**src/rtl/pc_sequencer_pkg.sv**
```systemverilog
// Shared definitions for the program-counter sequencer: default sizing,
// special instruction encodings, address type and sequencer states.
package pc_sequencer_pkg;

  localparam int MEM_SIZE = 256;
  localparam int BIN_DIG  = 32;
  localparam int ADDR_W   = $clog2(MEM_SIZE);

  // All-ones word stops sequential fetch; all-zeros fills an empty latch.
  localparam logic [BIN_DIG-1:0] HALT_INST = {BIN_DIG{1'b1}};
  localparam logic [BIN_DIG-1:0] NOP_INST  = {BIN_DIG{1'b0}};

  typedef logic [ADDR_W-1:0] addr_t;

  typedef enum logic [1:0] {
    PC_BOOT = 2'd0,
    PC_RUN  = 2'd1,
    PC_HALT = 2'd2
  } pc_state_t;

endpackage

```
**src/rtl/pc_sequencer_next_calc.sv**
```systemverilog
// Combinational next-PC selection: redirect (with out-of-range clamp to 0),
// sequential advance with explicit wrap at MEM_SIZE-1, or hold.
module pc_next_calc #(
  parameter int MEM_SIZE = 256,
  parameter int ADDR_W   = $clog2(MEM_SIZE)
) (
  input  logic [ADDR_W-1:0] pc,
  input  logic              advance,
  input  logic              redirect,
  input  logic [ADDR_W-1:0] redirect_addr,
  output logic [ADDR_W-1:0] pc_next
);

  // One extra bit so MEM_SIZE itself is representable for the range check.
  localparam logic [ADDR_W:0]   SIZE_X    = (ADDR_W + 1)'(MEM_SIZE);
  localparam logic [ADDR_W-1:0] LAST_ADDR = ADDR_W'(MEM_SIZE - 1);
  localparam logic [ADDR_W-1:0] ONE       = ADDR_W'(1);
  localparam logic [ADDR_W-1:0] ZERO      = {ADDR_W{1'b0}};

  logic target_oob;

  assign target_oob = ({1'b0, redirect_addr} >= SIZE_X);

  // Redirect beats sequential advance; otherwise the PC holds.
  always_comb begin
    pc_next = pc;
    if (redirect) begin
      pc_next = target_oob ? ZERO : redirect_addr;
    end else if (advance) begin
      pc_next = (pc == LAST_ADDR) ? ZERO : pc + ONE;
    end else begin
      pc_next = pc;
    end
  end

endmodule

```
**src/rtl/pc_sequencer.sv**
```systemverilog
// Program counter and fetch/decode latch. Drives the fetch address, captures
// the returned instruction with a valid/ready handshake toward decode, and
// handles stall, redirect-with-flush, wrap-around and halt.
module pc_sequencer #(
  parameter int                 MEM_SIZE   = pc_sequencer_pkg::MEM_SIZE,
  parameter int                 BIN_DIG    = pc_sequencer_pkg::BIN_DIG,
  parameter int                 ADDR_W     = $clog2(MEM_SIZE),
  parameter logic [ADDR_W-1:0]  START_ADDR = {ADDR_W{1'b0}},
  parameter logic [BIN_DIG-1:0] HALT_INST  = {BIN_DIG{1'b1}},
  parameter logic [BIN_DIG-1:0] NOP_INST   = {BIN_DIG{1'b0}}
) (
  input  logic               clk,
  input  logic               rst,
  output logic [ADDR_W-1:0]  fetch_addr,
  input  logic [BIN_DIG-1:0] fetch_inst,
  input  logic               redirect_valid,
  input  logic [ADDR_W-1:0]  redirect_addr,
  input  logic               dec_ready,
  output logic               dec_valid,
  output logic [BIN_DIG-1:0] dec_inst,
  output logic [ADDR_W-1:0]  dec_pc,
  output logic               halted
);

  import pc_sequencer_pkg::*;

  pc_state_t         state_r;
  logic [ADDR_W-1:0] pc_r;
  logic [ADDR_W-1:0] pc_next_s;
  logic              capture_s;
  logic              is_halt_s;
  logic              advance_s;
  logic              redirect_s;

  // Fetch address is the PC register itself (fetchToDecode.addr).
  assign fetch_addr = pc_r;

  assign is_halt_s  = (fetch_inst == HALT_INST);
  assign capture_s  = (state_r == PC_RUN) && (!dec_valid || dec_ready) && !redirect_valid;
  assign advance_s  = capture_s && !is_halt_s;
  assign redirect_s = redirect_valid && (state_r != PC_BOOT);

  pc_next_calc #(
    .MEM_SIZE (MEM_SIZE),
    .ADDR_W   (ADDR_W)
  ) u_next (
    .pc            (pc_r),
    .advance       (advance_s),
    .redirect      (redirect_s),
    .redirect_addr (redirect_addr),
    .pc_next       (pc_next_s)
  );

  // Sequencer state machine, PC register and fetch/decode latch.
  always_ff @(posedge clk or posedge rst) begin
    if (rst) begin
      state_r   <= PC_BOOT;
      pc_r      <= START_ADDR;
      dec_valid <= 1'b0;
      dec_inst  <= NOP_INST;
      dec_pc    <= {ADDR_W{1'b0}};
      halted    <= 1'b0;
    end else begin
      pc_r <= pc_next_s;
      case (state_r)
        PC_BOOT: begin
          state_r <= PC_RUN;
        end
        PC_RUN: begin
          if (redirect_valid) begin
            dec_valid <= 1'b0;
            dec_inst  <= NOP_INST;
          end else if (capture_s) begin
            dec_inst  <= fetch_inst;
            dec_pc    <= pc_r;
            dec_valid <= 1'b1;
            if (is_halt_s) begin
              state_r <= PC_HALT;
              halted  <= 1'b1;
            end else begin
              state_r <= PC_RUN;
            end
          end else if (dec_valid && dec_ready) begin
            dec_valid <= 1'b0;
          end else begin
            dec_valid <= dec_valid;
          end
        end
        PC_HALT: begin
          if (redirect_valid) begin
            dec_valid <= 1'b0;
            dec_inst  <= NOP_INST;
            state_r   <= PC_RUN;
            halted    <= 1'b0;
          end else if (dec_valid && dec_ready) begin
            dec_valid <= 1'b0;
          end else begin
            dec_valid <= dec_valid;
          end
        end
        default: begin
          state_r   <= PC_BOOT;
          dec_valid <= 1'b0;
          dec_inst  <= NOP_INST;
          halted    <= 1'b0;
        end
      endcase
    end
  end

endmodule

```
**config.mk**
```make
export PLATFORM = sky130hd
export DESIGN_NAME = pc_sequencer
export DESIGN_NICKNAME = d
export VERILOG_FILES = /design/src/rtl/pc_sequencer_pkg.sv /design/src/rtl/pc_sequencer_next_calc.sv /design/src/rtl/pc_sequencer.sv
export SDC_FILE = /design/constraint.sdc
export NUM_CORES = 1
export LEC_CHECK = 0
export ABC_AREA = 1
export BUFFER_PORTS_ARGS = -buffer_cell sky130_fd_sc_hd__buf_4
export CORE_ASPECT_RATIO = 0.8
export CORE_MARGIN = 4
export CORE_UTILIZATION = 44
export CTS_CLUSTER_SIZE = 10
export DETAILED_ROUTE_END_ITERATION = 6
export PLACE_DENSITY = 0.75
export SLEW_MARGIN = 20
export SYNTH_ARGS = -nofsm -noshare
export SYNTH_HDL_FRONTEND = slang
export SYNTH_SLANG_ARGS = --single-unit
export TNS_END_PERCENT = 30
```
**constraint.sdc**
```tcl
create_clock -name clk -period 1.57 [get_ports clk]
set_clock_uncertainty 0.2 [all_clocks]
set_input_delay 0.157 -clock clk [delete_from_list [all_inputs] [get_ports clk]]
set_output_delay 0.157 -clock clk [all_outputs]
set_load 0.05 [all_outputs]
```
# [Yosys cells after proc, flatten, opt, wreduce, memory -nomap -nowiden]
# Index checks and enable logic that the tools add are counted.
[word_totals] wordCells=56 regBits=52 output_inout_bits=50 inputBits=44
[op_classes] n_bitwise=2 mux=22 n_addsub=1 eq_ne=9 n_reduce_logical=16
[ops] operator="$mux 32" count=3
[ops] operator="$pmux 32 s3" count=1
[ops] operator="$eq 32x32->1 const B" count=1
[ops] operator="$mux 8" count=3
[ops] operator="$reduce_and 3->1" count=3
[ops] operator="$add 8x1->8 const B" count=1
[ops] operator="$eq 8x8->1 const B" count=1
[ops] operator="$mux 1" count=8
[ops] operator="$mux 2" count=4
[ops] operator="$ne 2x2->1 const B" count=4
[ops] operator="$pmux 1 s3" count=2
[ops] operator="$pmux 2 s3" count=1
[ops] operator="$logic_and 1x1->1" count=5
[ops] operator="$reduce_and 5->1" count=1
[ops] operator="$reduce_bool 2->1" count=2
[ops] operator="$logic_not 1->1" count=3
[ops] operator="$ne 3x3->1 const B" count=1
[ops] operator="$eq 2x1->1 const B" count=1
[ops] operator="$eq 2x2->1 const B" count=1
[ops] operator="$logic_not 2->1" count=1
[ops] operator="$not 1->1" count=2
[ops] operator="$logic_or 1x1->1" count=1

# [Longest topological paths before layout]
# Gate-level depths: netlist of run 1.
[depth] word_depth=7 depth_mapped=10 ltp_nobuf=10

# [By module]
# A second synthesis of run 1 with hierarchy kept.
[hier_totals] cells_unflattened=315 hier_area_um2=2617.5
[by_module_without_submodules] mod="pc_sequencer" cells_per_inst=254 area_each_um2=2289.7 seq_area_each_um2=1301.2 n_inst=1
[by_module_without_submodules] mod="pc_next_calc" cells_per_inst=61 area_each_um2=327.8 seq_area_each_um2=0.0 n_inst=1

# [Worst setup path after synthesis of run 1]
# Ideal clock, no wire load.
[synth_path] kind="register to register" from="register pc_r[0] (netlist: fetch_addr[0])" to="register pc_r[5] (netlist: fetch_addr[5])" required_ns=1.251 path_slack_ns=-0.335 arrival_ns=1.586 setup_time_ns=0.119 synth_period_minus_slack_ns=1.905 path_buffers=0 path_stages_with_launch=11 path_cell_list="dfrtp_1 ha_1 nand2_1 nor2_1 nand3_1 nand2_1 inv_1 nand2_1 nand2_1 nand2_1 nand2_1"
[synth_via] elab_chain_cells=4 word_cells_on_any_way=5 cone_classes="1 x add/sub; 1 x eq/ne; 3 x mux"
[synth_lines] element="start: declaration" line_no="pc_sequencer.sv:28" text="logic [ADDR_W-1:0] pc_r;"
[synth_lines] element="start signal: assignment" line_no="pc_sequencer.sv:64" text="pc_r <= pc_next_s;"
[synth_lines] element="$add 8x1->8 / $eq 8x8->1 (equally long branches)" line_no="pc_sequencer_next_calc.sv:30" text="pc_next = (pc == LAST_ADDR) ? ZERO : pc + ONE;"
[synth_lines] element="$mux 8 *" line_no="pc_sequencer_next_calc.sv:30"
[synth_lines] element="$mux 8 *" line_no="pc_sequencer_next_calc.sv:29" text="end else if (advance) begin"
[synth_lines] element="$mux 8 *" line_no="pc_sequencer_next_calc.sv:27" text="if (redirect) begin"
# Mark *: on every way between the ends. The rest lies on a longest branch, timed or not. The select of a mux whose other input is x is not followed.
# A chain may end at the register's enable or synchronous reset.

# [Worst setup path in the final report of run 1]
[layout_path] from="register state_r[0]" to="register dec_inst[13]"
[layout_via] elab_chain_cells=5 word_cells_on_any_way=10 cone_classes="4 x eq/ne; 1 x mux; 1 x bitwise; 4 x reduce/logical"
[layout_lines] element="start: declaration" line_no="pc_sequencer.sv:27" text="pc_state_t state_r;"
[layout_lines] element="start signal: assignment" line_no="pc_sequencer.sv:57" text="state_r <= PC_BOOT;"
[layout_lines] element="start signal: assignment" line_no="pc_sequencer.sv:67" text="state_r <= PC_RUN;"
[layout_lines] element="start signal: assignment" line_no="pc_sequencer.sv:78" text="state_r <= PC_HALT;"
[layout_lines] element="$eq 2x1->1" line_no="pc_sequencer.sv:39, pc_sequencer.sv:65"
[layout_lines] element="$logic_and 1x1->1 (2 in a row)" line_no="pc_sequencer.sv:39" text="assign capture_s = (state_r == PC_RUN) && (!dec_valid || dec_ready) && !redirect_valid;"
[layout_lines] element="$ne 3x3->1 (no line)"
[layout_lines] element="$reduce_and 3->1 (no line)"
[layout_lines] element="end signal: assignment" line_no="pc_sequencer.sv:74" text="dec_inst <= fetch_inst;"
[layout_lines] element="end: declaration" line_no="pc_sequencer.sv:20" text="output logic [BIN_DIG-1:0] dec_inst,"
# Several ways; a longest one is shown, not always the timed one.

==> results, run 1 <==
- Max-cap violations in this run came to 0.
- In this run, CTS created clock tree buffers numbering 5.
- The clock tree root buffer cell is clkbuf_8.
- The post-route netlist has 40.4% of its cells at a drive strength greater than 1.
- The number of different library cells in the post-synthesis netlist is 22.
- A synthesized cell averages 7.78 um2.
- The hold violation total from the final report is 0.
- Routability-driven placement finished with a final weighted congestion of 0.893.
- Walking the worst path, the cells encountered are inv_2 -> ha_2 -> a21oi_4 -> inv_2 -> a31oi_4 -> buf_12 -> clkbuf_16 -> o21ai_2.
- The CTS tree is done.
- Data on the critical path arrives at its endpoint at 1.81 ns.
- The mean number of vias per cell is 5.28.
- By instance count, the cell type seen most on the critical path is inv_2.
- Relative to the synthesized area, the layout overhead comes to 74.8%.
- The worst setup slack after placement is -0.183 ns.
- The count of nets left with antenna violations once routing finished came out at 0.
- The floorplan step set the die width to 93.2 um.
- The number of instances in the synthesized netlist is 328.
- The startpoint class of the critical path is a register.
- The number of buffer and inverter stages on the critical path is 4.
- The setup total negative slack is -7.41 ns.
- The maximum clock frequency is 555 MHz.
- In this run the deepest clock path goes through 2 buffers.
- Detailed placement ended at an HPWL of 5300 um.
- Sequential elements use 51.0% of the synthesized area.
- The number of fill cells is 330.
- Setup repair after global routing could not meet its margin everywhere.
- During placement, the flow inserted port buffers numbering 93.
- The core region is 0.00553 mm2.
- Counting I/O delays and the setup requirement, the final critical path takes 1.80 ns.
- The later pin in the worst-skew pair is clocked with a latency of 0.30 ns.
- The run finished, with violations left.
- The initialized floorplan defines 24 standard-cell rows.
- After layout, the worst setup slack is -0.231 ns.
- The number of antenna violations at the first check in global routing is 0.
- The family of cells with the greatest summed delay on the critical path is buffers and inverters.
- The most critical setup path has its startpoint at state_r[0].
- The overall overflow remaining after global route is 0.
- Headroom to the max-slew limit came out at 73.6%.
- For this block, the routed nets add up to 9780 um of wire.
- The CTS sink count is 52.
- For this design the static power due to leakage is 2.19 nW.
- The power density over the cells is 2040 mW/mm2.
- The routed length per placed instance is 17.1 um.
- The height of the die is 76.1 um.
- The via count of the first global-routing pass is 2870.
- The data required time of the worst path is 1.58 ns.
- For this run, the slowest stage of the critical path takes 0.43 ns.
- The startpoint of the worst-slack reg-to-reg timing path is state_r[0].
- The initial standard-cell utilization of the core is 46.2%.
- The peak supply drop is 1310 uV.
- For this design, the slowest cell found on the critical path is dfrtp_2.
- The cell area after synthesis is 0.00255 mm2.
- After detailed routing, the number of remaining DRC violations is 0.
- The H-tree was split into 2 levels.
- Global routing consumed, over all layers together, 23.7% of the routing resources.
- The first-pass iteration count of the detailed router is 5.
- The number of nets handed over by synthesis was 377.
- The final layout net count is 541.
- Entering global routing, the biggest net connects 32 pins.
- STA classifies the critical path endpoint as a register.
- The type of the worst min-delay path is in2reg.
- Detailed routing inserted a total of 3014 vias.
- Once placement completed, the tool counted placed cells totaling 515.
- The number of antenna diodes in the final layout is 0.
- The share of the core filled with cells in the final layout is 80.8%.
- Setup violations remaining at the end of the flow were counted as 45.
- The ratio of final minimum period to clock period is 115%.
- The global-route wire length before repair is 13500 um.
- The hold path startpoint is redirect_valid.
- The die covers 0.00709 mm2.
- The checks that failed: setup timing.
- The finished layout holds 571 standard cells, fillers aside.
- The number of DRC markers in iteration 0 is 339.
- In this run the worst path has a maximum fanout of 8.
- At the pin with the least slew margin, the transition time is 0.395 ns.
- The number of synthesized register bits is 52.
- Yosys printed 0 warnings.
- After clock tree synthesis, the clock-pin slew on the worst setup and hold paths is 0.11 ns.
- The total count of max-transition violations in the final report is 0.
- The top-level port count is 94.
- The critical path start-end classification is reg2reg.
cell usage in the layout, fill, tap and decap left out, drive strengths merged:
| master | instances |
|---|---|
| clkinv | 1 |
| clkinvlp | 1 |
| dlygate4sd3 | 41 |
| clkbuf | 8 |
| nand3 | 46 |
| inv | 51 |
| or2 | 1 |
| nand4 | 1 |
| nand2 | 91 |
| xor2 | 1 |
| o22ai | 1 |
| a21oi | 3 |
| dfrtp | 52 |
| o21ai | 46 |
| o31ai | 1 |
| bufinv | 1 |
| a31oi | 1 |
| ha | 5 |
| nor2 | 17 |
| buf | 124 |
synthesized netlist by cell type:
cell	count	area share [%]
nand2_1	88	13
dfrtp_1	52	51
inv_1	47	6.9
nand3_1	46	9.0
o21ai_0	36	7.1
nor2_1	16	2.4
o21ai_1	10	2.0
buf_2	7	1.4
ha_1	5	2.5
clkbuf_1	4	0.59
inv_2	4	0.59
a21oi_1	2	0.39
nand2_2	2	0.49
a21oi_4	1	0.64
a31oi_2	1	0.49
clkinv_1	1	0.15
nand4_1	1	0.25
nor2_2	1	0.25
o22ai_1	1	0.25
o31ai_1	1	0.29
or2_2	1	0.25
xor2_1	1	0.34
worst paths after layout:
check	end	slack (ns)	depth (start not counted)
worst min-delay path	dec_valid	0.05	4
min in group asynchronous	dec_pc[0]	0.19	3
worst max register to register	dec_inst[13]	-0.23	8
worst max-delay path	dec_inst[13]	-0.23	8
max in group asynchronous	state_r[0]	0.50	4
worst min register to register	dec_pc[7]	0.30	2
layer usage:
layer  share of wire (%)  track usage (%)
met1                  39             30.8
met3                 6.3             3.65
met4                 4.2             9.66
met5                   0                0
met2                  50             39.6
logic make-up (layout without fill, tap and decap cells):
logic type | count (synthesis) | count (layout) | share of synthesized area (%)
simple gates | 155 | 156 | 25.5
buf+inv | 63 | 227 | 9.61
compound gates | 52 | 52 | 11.1
flops | 52 | 52 | 51.0
fa+ha+maj | 5 | 5 | 2.45
xor+xnor | 1 | 1 | 0.343
worst min-delay path, stage by stage:
cell and delay (ns):
buf_4 0.14, o22ai_2 0.09, nand3_1 0.07, nand2_1 0.06
metrics by stage:
step / power, mW / cell area [um2] / hold slack, ns
finish: 9.08 / 4460 / 0.0462
global route: 9.49 / 4460 / 0.0507
CTS: 8.12 / 4160 / 0.0184
detailed placement: 6.99 / 3580 / -0.0273
global placement: 6.93 / 3580 / -0.0305
floorplan: 5.39 / 2640 / 0.0119
layout make-up:
class / count / area [um2] / share of cell area (%)
clock buffers: 6 / 72.6 / 1.63
multi-input cells: 214 / 1260 / 28.3
flip-flops and latches: 52 / 1310 / 29.4
well taps: 78 / 97.6 / 2.19
repair buffers: 167 / 1460 / 32.8
clock inverters: 2 / 38.8 / 0.869
inverters: 52 / 216 / 4.85
repair_timing:
item	in CTS	in global routing
gates cloned	0	4
gates resized for setup	16	74
endpoints found under the setup margin	48	52
pin swaps	2	3
buffers inserted	0	3
hold buffers	41	0
hold endpoints to repair	92	0
registers in the layout, indices dropped and copies added, names as in the netlist:
signal      cells
state_r         2
dec_inst       32
fetch_addr      8
dec_pc          8
dec_valid       1
halted          1
power by group:
part           leakage, nW  switching [mW]  internal (mW)
logic                 1.46            3.84           2.05
clock network       0.0558           0.472          0.483
registers            0.679           0.375           1.86
No activity file was read; power rests on OpenSTA's default activity.
==> inputs of run 2 (changes only) <==
--- a/config.mk
+++ b/config.mk
@@ -5,11 +5,12 @@
 export SDC_FILE = /design/constraint.sdc
 export NUM_CORES = 1
 export LEC_CHECK = 0
-export ABC_AREA = 1
+export ABC_AREA = 0
 export BUFFER_PORTS_ARGS = -buffer_cell sky130_fd_sc_hd__buf_4
 export CORE_ASPECT_RATIO = 0.8
 export CORE_MARGIN = 4
-export CORE_UTILIZATION = 44
+export CORE_UTILIZATION = 43
+export CTS_CLUSTER_DIAMETER = 40
 export CTS_CLUSTER_SIZE = 10
 export DETAILED_ROUTE_END_ITERATION = 6
 export PLACE_DENSITY = 0.75
==> run 2 against run 1 <==
Against the previous run: the run still ends with setup timing left; clock power fell by 16%; combinational power fell by 5.9%; cell count fell by 20%; worst hold slack improved by 0.028 ns; power fell by 5.5%; critical path depth did not move; setup slack got worse by 0.17 ns; critical endpoint is now dec_inst[5].
==> results, run 2 <==
- The worst-case setup margin in the final layout is -0.401 ns.
- The number of flops mapped to enable cells by yosys is 0.
- The die area is 0.00675 mm2.
- TritonCTS built the clock tree.
- The library cell with the largest summed area after synthesis is dfrtp_1.
- The clock period minus worst slack is 1.97 ns.
- The slew at the pin closest to its max-slew limit is 0.454 ns.
- The area fraction in and, or, nand and nor cells after synthesis is 19.0%.
- The maximum number of pins on one net before global-route repair is 53.
- The type of the worst min-delay path is in2reg.
- Measured along the y axis, the die boundary spans 74.3 um.
- Counting flops with an async set or reset pin after synthesis yields a share of 100%.
- Global routing consumed, over all layers together, 24.6% of the routing resources.
- The net count after synthesis is 258.
- The final reports fail on setup timing.
- The startpoint class of the critical path is a register.
- Wire segments on met2 add up to 4960 um in the final route.
- The placer congestion estimate is 0.928.
- After synthesis, the cell types taking the most area are dfrtp_1 (55%), a22o_1 (12%), nand2_1 (4.8%).
- The routed length per placed instance is 21.7 um.
- The clock edge transition at the registers on the reported setup and hold paths is 0.11 ns.
- Once detail routing completed, the nets flagged for antenna violations numbered 0.
- Before antenna repair, the detailed router went through 4 iterations.
- The final layout net count is 444.
- The synthesized-area fraction occupied by ao, oa, aoi and oai cells is 20.0%.
- The data arrival time of the critical path is 2.02 ns.
- Power comes to 8.58 mW.
- Using the TritonRoute via totals, the vias-per-cell ratio works out to 5.83.
- The most common cell in the netlist is dfrtp_1.
- The maximum net fanout on the critical path is 16.
- In this run the cell area of the synthesized design comes to 0.00236 mm2.
- The post-DP HPWL is 5130 um.
- For this block, the routed nets add up to 9930 um of wire.
- In this run the power density over the cells is 2000 mW/mm2.
- The area of placed instances is 0.00351 mm2.
- The critical path start-end classification is reg2reg.
- The CTS sink count is 52.
- In this run, the number of DRC markers left after iteration 0 of detailed routing was 181.
- The number of antenna violations at the first check in global routing is 0.
- The repair_antennas step left the layout with diodes totalling 0.
- The setup violation total in the final timing report is 51.
- The number of levels in the clock H-tree is 2.
- The hold violation total from the final report was 0.
- At the worst endpoint, the required time is 1.62 ns.
- Leaving out fill and tap cells, the most frequent cell in the layout is buf_4.
- The share of synthesized cell area in full adder, half adder and majority cells is 2.65%.
- The clock tree root buffer cell is clkbuf_8.
- The number of different library cells in the post-synthesis netlist is 38.
- The synthesized area per cell is 11.3 um2.
- The ratio of cells with drive above 1 in the final layout is 51.0%.
- The highest metal layer carrying signal wires in the routed design is met4.
- The maximum clock frequency is 507 MHz.
- The initial standard-cell utilization of the core is 45.9%.
- Multiplexer cells account for 0% of the synthesized area.
- The count of input and output buffers is 93.
- STA classifies the critical path endpoint as a register.
- The worst hold slack after final layout is 0.0739 ns.
- Sorting the synthesized cells by how often they occur yields dfrtp_1 (52), a22o_1 (33), nand2_1 (30).
- By area, the combinational part of the netlist is dominated by compound AO/OA/AOI/OAI gates.
- The total count of max-transition violations in the final report was 0.
- The via count of the first global-routing pass was 2509.
- The share of the core filled with cells in the final layout is 83.1%.
- From synthesis to final layout, the design area changed by 81.2%.
- Summed over all layers, the global routing overflow is 0.
- Synthesis handed over a netlist of 209 instances.
- The total number of placement rows is 23.
- The worst-case IR drop observed on VDD is 1290 uV.
- Setup repair after global routing could not meet its margin everywhere.
- For this run, the leading register cell type out of synthesis is dfrtp_1.
- The setup total negative slack is -14.93 ns.
- The run finished, with violations left.
- The global-route wire length before repair is 13000 um.
- The cell leakage power is 2.11 nW.
- In this run the tightest slew margin relative to its limit is 69.5%.
- Including well taps, the total number of placed cells is 399.
- The final route contains 2671 vias.
- The ratio of final minimum period to clock period is 126%.
- The met3 wirelength from detailed routing is 792 um.
- The number of max-cap violations is 0.
- The met1 wire length is 3860 um.
- In this run the standard cell core region covers 0.00515 mm2.
- After detailed routing, the number of remaining DRC violations is 0.
- The worst setup slack after placement is -0.449 ns.
- Sequential elements use 55.1% of the synthesized area.
- Summing all non-filler instances in the final layout gives an area of 0.00428 mm2.
- Ranked by flip-flop count, first place goes to dec_inst.
- The xor and xnor area share after synthesis is 0.741%.
- After synthesis the netlist holds a flip-flop and latch count of 52.
- The top-level port count is 94.
- In this run, CTS created clock tree buffers numbering 5.
- The later pin in the worst-skew pair is clocked with a latency of 0.31 ns.
- The maximum count of clock buffers along a single path is 2.
- The flip-flop count of the largest register after layout is 32.
- The final standard cell count with taps included and fillers excluded is 458.
- In the layout the commonest cells are buf_4 (132), dfrtp_1 (44), dlygate4sd3_1 (40), a22o_1 (32), nand2_1 (28).
- The die boundary width is 90.9 um.
- The fraction of synthesized cell area taken by the top area cell type is 55.1%.
- Yosys printed 0 warnings.
run 2: worst paths after layout:
kind                       cells after the start        from  slack [ns]            end
max                                            8  state_r[1]       -0.40    dec_inst[5]
min                                            4   dec_ready        0.07      dec_valid
max reg2reg                                    8  state_r[1]       -0.40    dec_inst[5]
min reg2reg                                    2   dec_pc[4]        0.28      dec_pc[4]
max in group asynchronous                      4         rst        0.65  fetch_addr[0]
min in group asynchronous                      4         rst        0.24    dec_inst[5]
run 2: area by class of cell:
class,count,area [um2]
timing repair buffer,186,1620
clock buffer,5,68.8
sequential,52,1310
inverter,6,22.5
tap,62,77.6
fill,275,870
multi-input combinational,144,1160
clock inverter,3,21.3
run 2: layer usage:
metal / up-vias / global-route usage [%]
met5: - / 0
met4: 0 / 6.86
met3: 36 / 5.26
met2: 159 / 42.5
met1: 1333 / 32.2
li1: 1143 / -
run 2: worst max-delay path: stages, from the launching register on:
cell	delay, ns
dfrtp_1	0.43
inv_2	0.10
ha_4	0.15
buf_6	0.12
nand2b_4	0.08
buf_6	0.13
o22ai_4	0.28
clkbuf_16	0.24
a22o_1	0.18
run 2: cells by family after synthesis:
| logic type | count (synthesis) |
|---|---|
| compound gates | 61 |
| simple gates | 75 |
| buf+inv | 14 |
| xor+xnor | 2 |
| flops | 52 |
| fa+ha+maj | 5 |
run 2: repair_timing:
action,in CTS,in global routing
gates cloned,1,2
resized for setup,20,15
pin swaps,6,46
hold buffers,40,0
setup buffers,1,7
endpoints found under the setup margin,51,51
endpoints found under the hold margin,91,0
run 2: report_power, final:
part | leakage [nW] | total [mW] | switching [mW] | internal (mW)
registers | 0.667 | 2.25 | 0.387 | 1.86
logic | 1.40 | 5.54 | 3.45 | 2.09
clock network | 0.0445 | 0.802 | 0.484 | 0.318
==> inputs of run 3 (changes only) <==
--- a/config.mk
+++ b/config.mk
@@ -13,7 +13,7 @@
 export CTS_CLUSTER_DIAMETER = 40
 export CTS_CLUSTER_SIZE = 10
 export DETAILED_ROUTE_END_ITERATION = 6
-export PLACE_DENSITY = 0.75
+export PLACE_DENSITY = 0.74
 export SLEW_MARGIN = 20
 export SYNTH_ARGS = -nofsm -noshare
 export SYNTH_HDL_FRONTEND = slang
==> run 3 against run 2 <==
Against the previous run: the flow still finishes with violations (setup timing); non-clock buffer count down 2; utilization down 1.1 points; critical path depth unchanged; via count down 7.5%; register-to-register slack better by 0.097 ns; first-iteration DRC count down 3.3%; power down 3.5%; clock power down 3.9%; setup slack better by 0.097 ns; global-route usage up 0.17 points; fmax up 5.2%; combinational power down 4.9%; critical path type unchanged; largest power group unchanged; highest routed layer unchanged.
==> results, run 3 (synthesized netlist as in run 2, its figures left out) <==
- The flow ran to the end, but the final reports show violations.
- The final reports fail on setup timing.
- The worst hold path passes through 4 cells.
- The worst slew margin relative to its limit is 67.3%.
- The clock period minus worst slack is 1.87 ns.
- The startpoint class of the critical path is a register.
- The worst hold slack after final layout is 0.0404 ns.
- The register with the most flip-flops in the layout has 32 of them.
- The cell leakage power is 2.09 nW.
- The data required time of the worst path is 1.56 ns.
- The number of cell instances on the worst register-to-register path is 8.
- After detailed routing, the average wire length per cell comes to 18.5 um.
- The maximum net fanout on the critical path is 8.
- The standard cell core area is 0.00515 mm2.
- Once placement completed, the tool counted placed cells totaling 398.
- The library cell used most frequently in the layout, excluding fill and tap cells, is buf_4.
- During I/O placement, the number of pins put on the boundary was 94.
- The setup total negative slack is -10.97 ns.
- The count of antenna diodes in the layout is 0.
- Entering global routing, the biggest net connects 33 pins.
- The data arrival time of the critical path is 1.86 ns.
- Across the run, the number of max-cap violations was 0.
- The slew at the pin closest to its max-slew limit is 0.486 ns.
- The mean number of vias per cell is 5.42.
- The count of nets left with antenna violations after detail routing is 0.
- Setup repair after global routing could not meet its margin everywhere.
- Before antenna repair, the detailed router went through 4 iterations.
- Once detailed placement completed, the half-perimeter wirelength came to 5170 um.
- Once layout is complete, the utilization of the core stands at 82.0%.
- The later pin in the worst-skew pair is clocked with a latency of 0.31 ns.
- After detailed routing, the total wire length is 8450 um.
- For this run, design rule violations remaining after detail routing come to 0.
- The ratio of final minimum period to clock period is 119%.
- The number of levels in the clock H-tree is 2.
- The congestion estimate from routability-driven global placement came to 0.920.
- The maximum clock frequency is 534 MHz.
- The global-route wire length before repair is 13000 um.
- After floorplanning, the core was divided into 23 placement rows.
- TritonCTS built the clock tree.
- The critical path in this run is classified as reg2reg.
- The routed layout has 2472 vias.
- The total count of max-transition violations in the final report was 0.
- The type of the worst min-delay path is in2reg.
- The peak supply drop is 898 uV.
- The number of clock buffers added by TritonCTS is 5.
- The hold violation total from the final report was 0.
- The overall overflow remaining after global route is 0.
- In the layout the commonest cells are buf_4 (131), dfrtp_1 (44), dlygate4sd3_1 (40), a22o_1 (32), nand2_1 (29).
- The first routing iteration left 175 violations.
- For this configuration, the core starts out at a cell density of 45.9%.
- Timing analysis after detailed placement gives a worst setup slack of -0.403 ns.
- The die covers 0.00675 mm2.
- The power density over the cells is 1960 mW/mm2.
- In this run the register-to-register setup slack is -0.30 ns.
- The clock edge transition at the registers on the reported setup and hold paths is 0.09 ns.
- The clock passes through at most 2 buffers.
- Setup violations remaining at the end of the flow were counted as 50.
- Cells with a size suffix above 1 make up 49.7% of the layout.
- The element type at the critical path end is a register.
- Setup slack on the critical path of the routed design comes to -0.304 ns.
- CTS saw 52 sinks.
- The final standard cell count with taps included and fillers excluded is 456.
- Counting flops per register, the top entry is dec_inst.
- In this run the tool buffered the top-level ports with 93 buffer cells.
- The number of antenna violations at the first check in global routing is 0.
- The final layout net count is 442.
- The die is 90.9 um wide.
- The post-synthesis to final-layout area growth is 78.7%.
- The global-route usage over all layers is 24.8%.
- The via count of the first global-routing pass is 2471.
- The cell sitting at the root of the clock tree is a clkbuf_8.
- From bottom edge to top edge, the die measures 74.3 um.
run 3: worst paths after layout:
kind / from / to
max: state_r[0] / fetch_addr[5]
min: dec_ready / dec_valid
max reg2reg: state_r[0] / fetch_addr[5]
min reg2reg: dec_pc[4] / dec_pc[4]
max in group asynchronous: rst / fetch_addr[0]
min in group asynchronous: rst / dec_inst[10]
run 3: critical path: stages, from the launching register on:
cell,delay (ns)
dfrtp_1,0.41
buf_6,0.13
ha_4,0.15
and2b_2,0.22
nand2_4,0.11
buf_8,0.15
nor2_1,0.05
a211oi_1,0.22
nor3_1,0.10
run 3: cell type report:
type                    instances  area, um2
inverters                       6       22.5
multi-input cells             144       1150
flip-flops and latches         52       1310
clock buffers                   6       72.6
repair buffers                184       1580
fillers                       287        927
well taps                      62       77.6
clock inverters                 2       13.8
run 3: report_power, final:
part	internal [mW]	leakage [nW]	switching (mW)	total, mW
clock	0.319	0.0456	0.453	0.771
sequential	1.86	0.667	0.381	2.24
combinational	2.01	1.38	3.26	5.27
run 3: metal layers:
metal	global-route usage (%)	wire, um	up-vias
li1	-	-	1142
met1	32.4	3470	1185
met2	41.9	4120	124
met3	5.46	636	21
met4	8.36	226	0
met5	0	0	-
run 3: repair_timing:
| action | 4_1_cts | 5_1_grt |
|---|---|---|
| buffers inserted | 5 | 4 |
| gates cloned | 1 | 0 |
| pin swaps | 7 | 14 |
| endpoints found under the setup margin | 51 | 51 |
| hold buffers | 40 | 0 |
| gates resized for setup | 19 | 9 |
| endpoints found under the hold margin | 91 | 0 |
run 3: stage by stage:
step	instance area (um2)	total power, mW
after floorplan	2430	5.17
after global placement	3500	6.80
after detailed placement	3500	6.85
after CTS	4130	7.96
after global routing	4220	8.66
final	4220	8.28
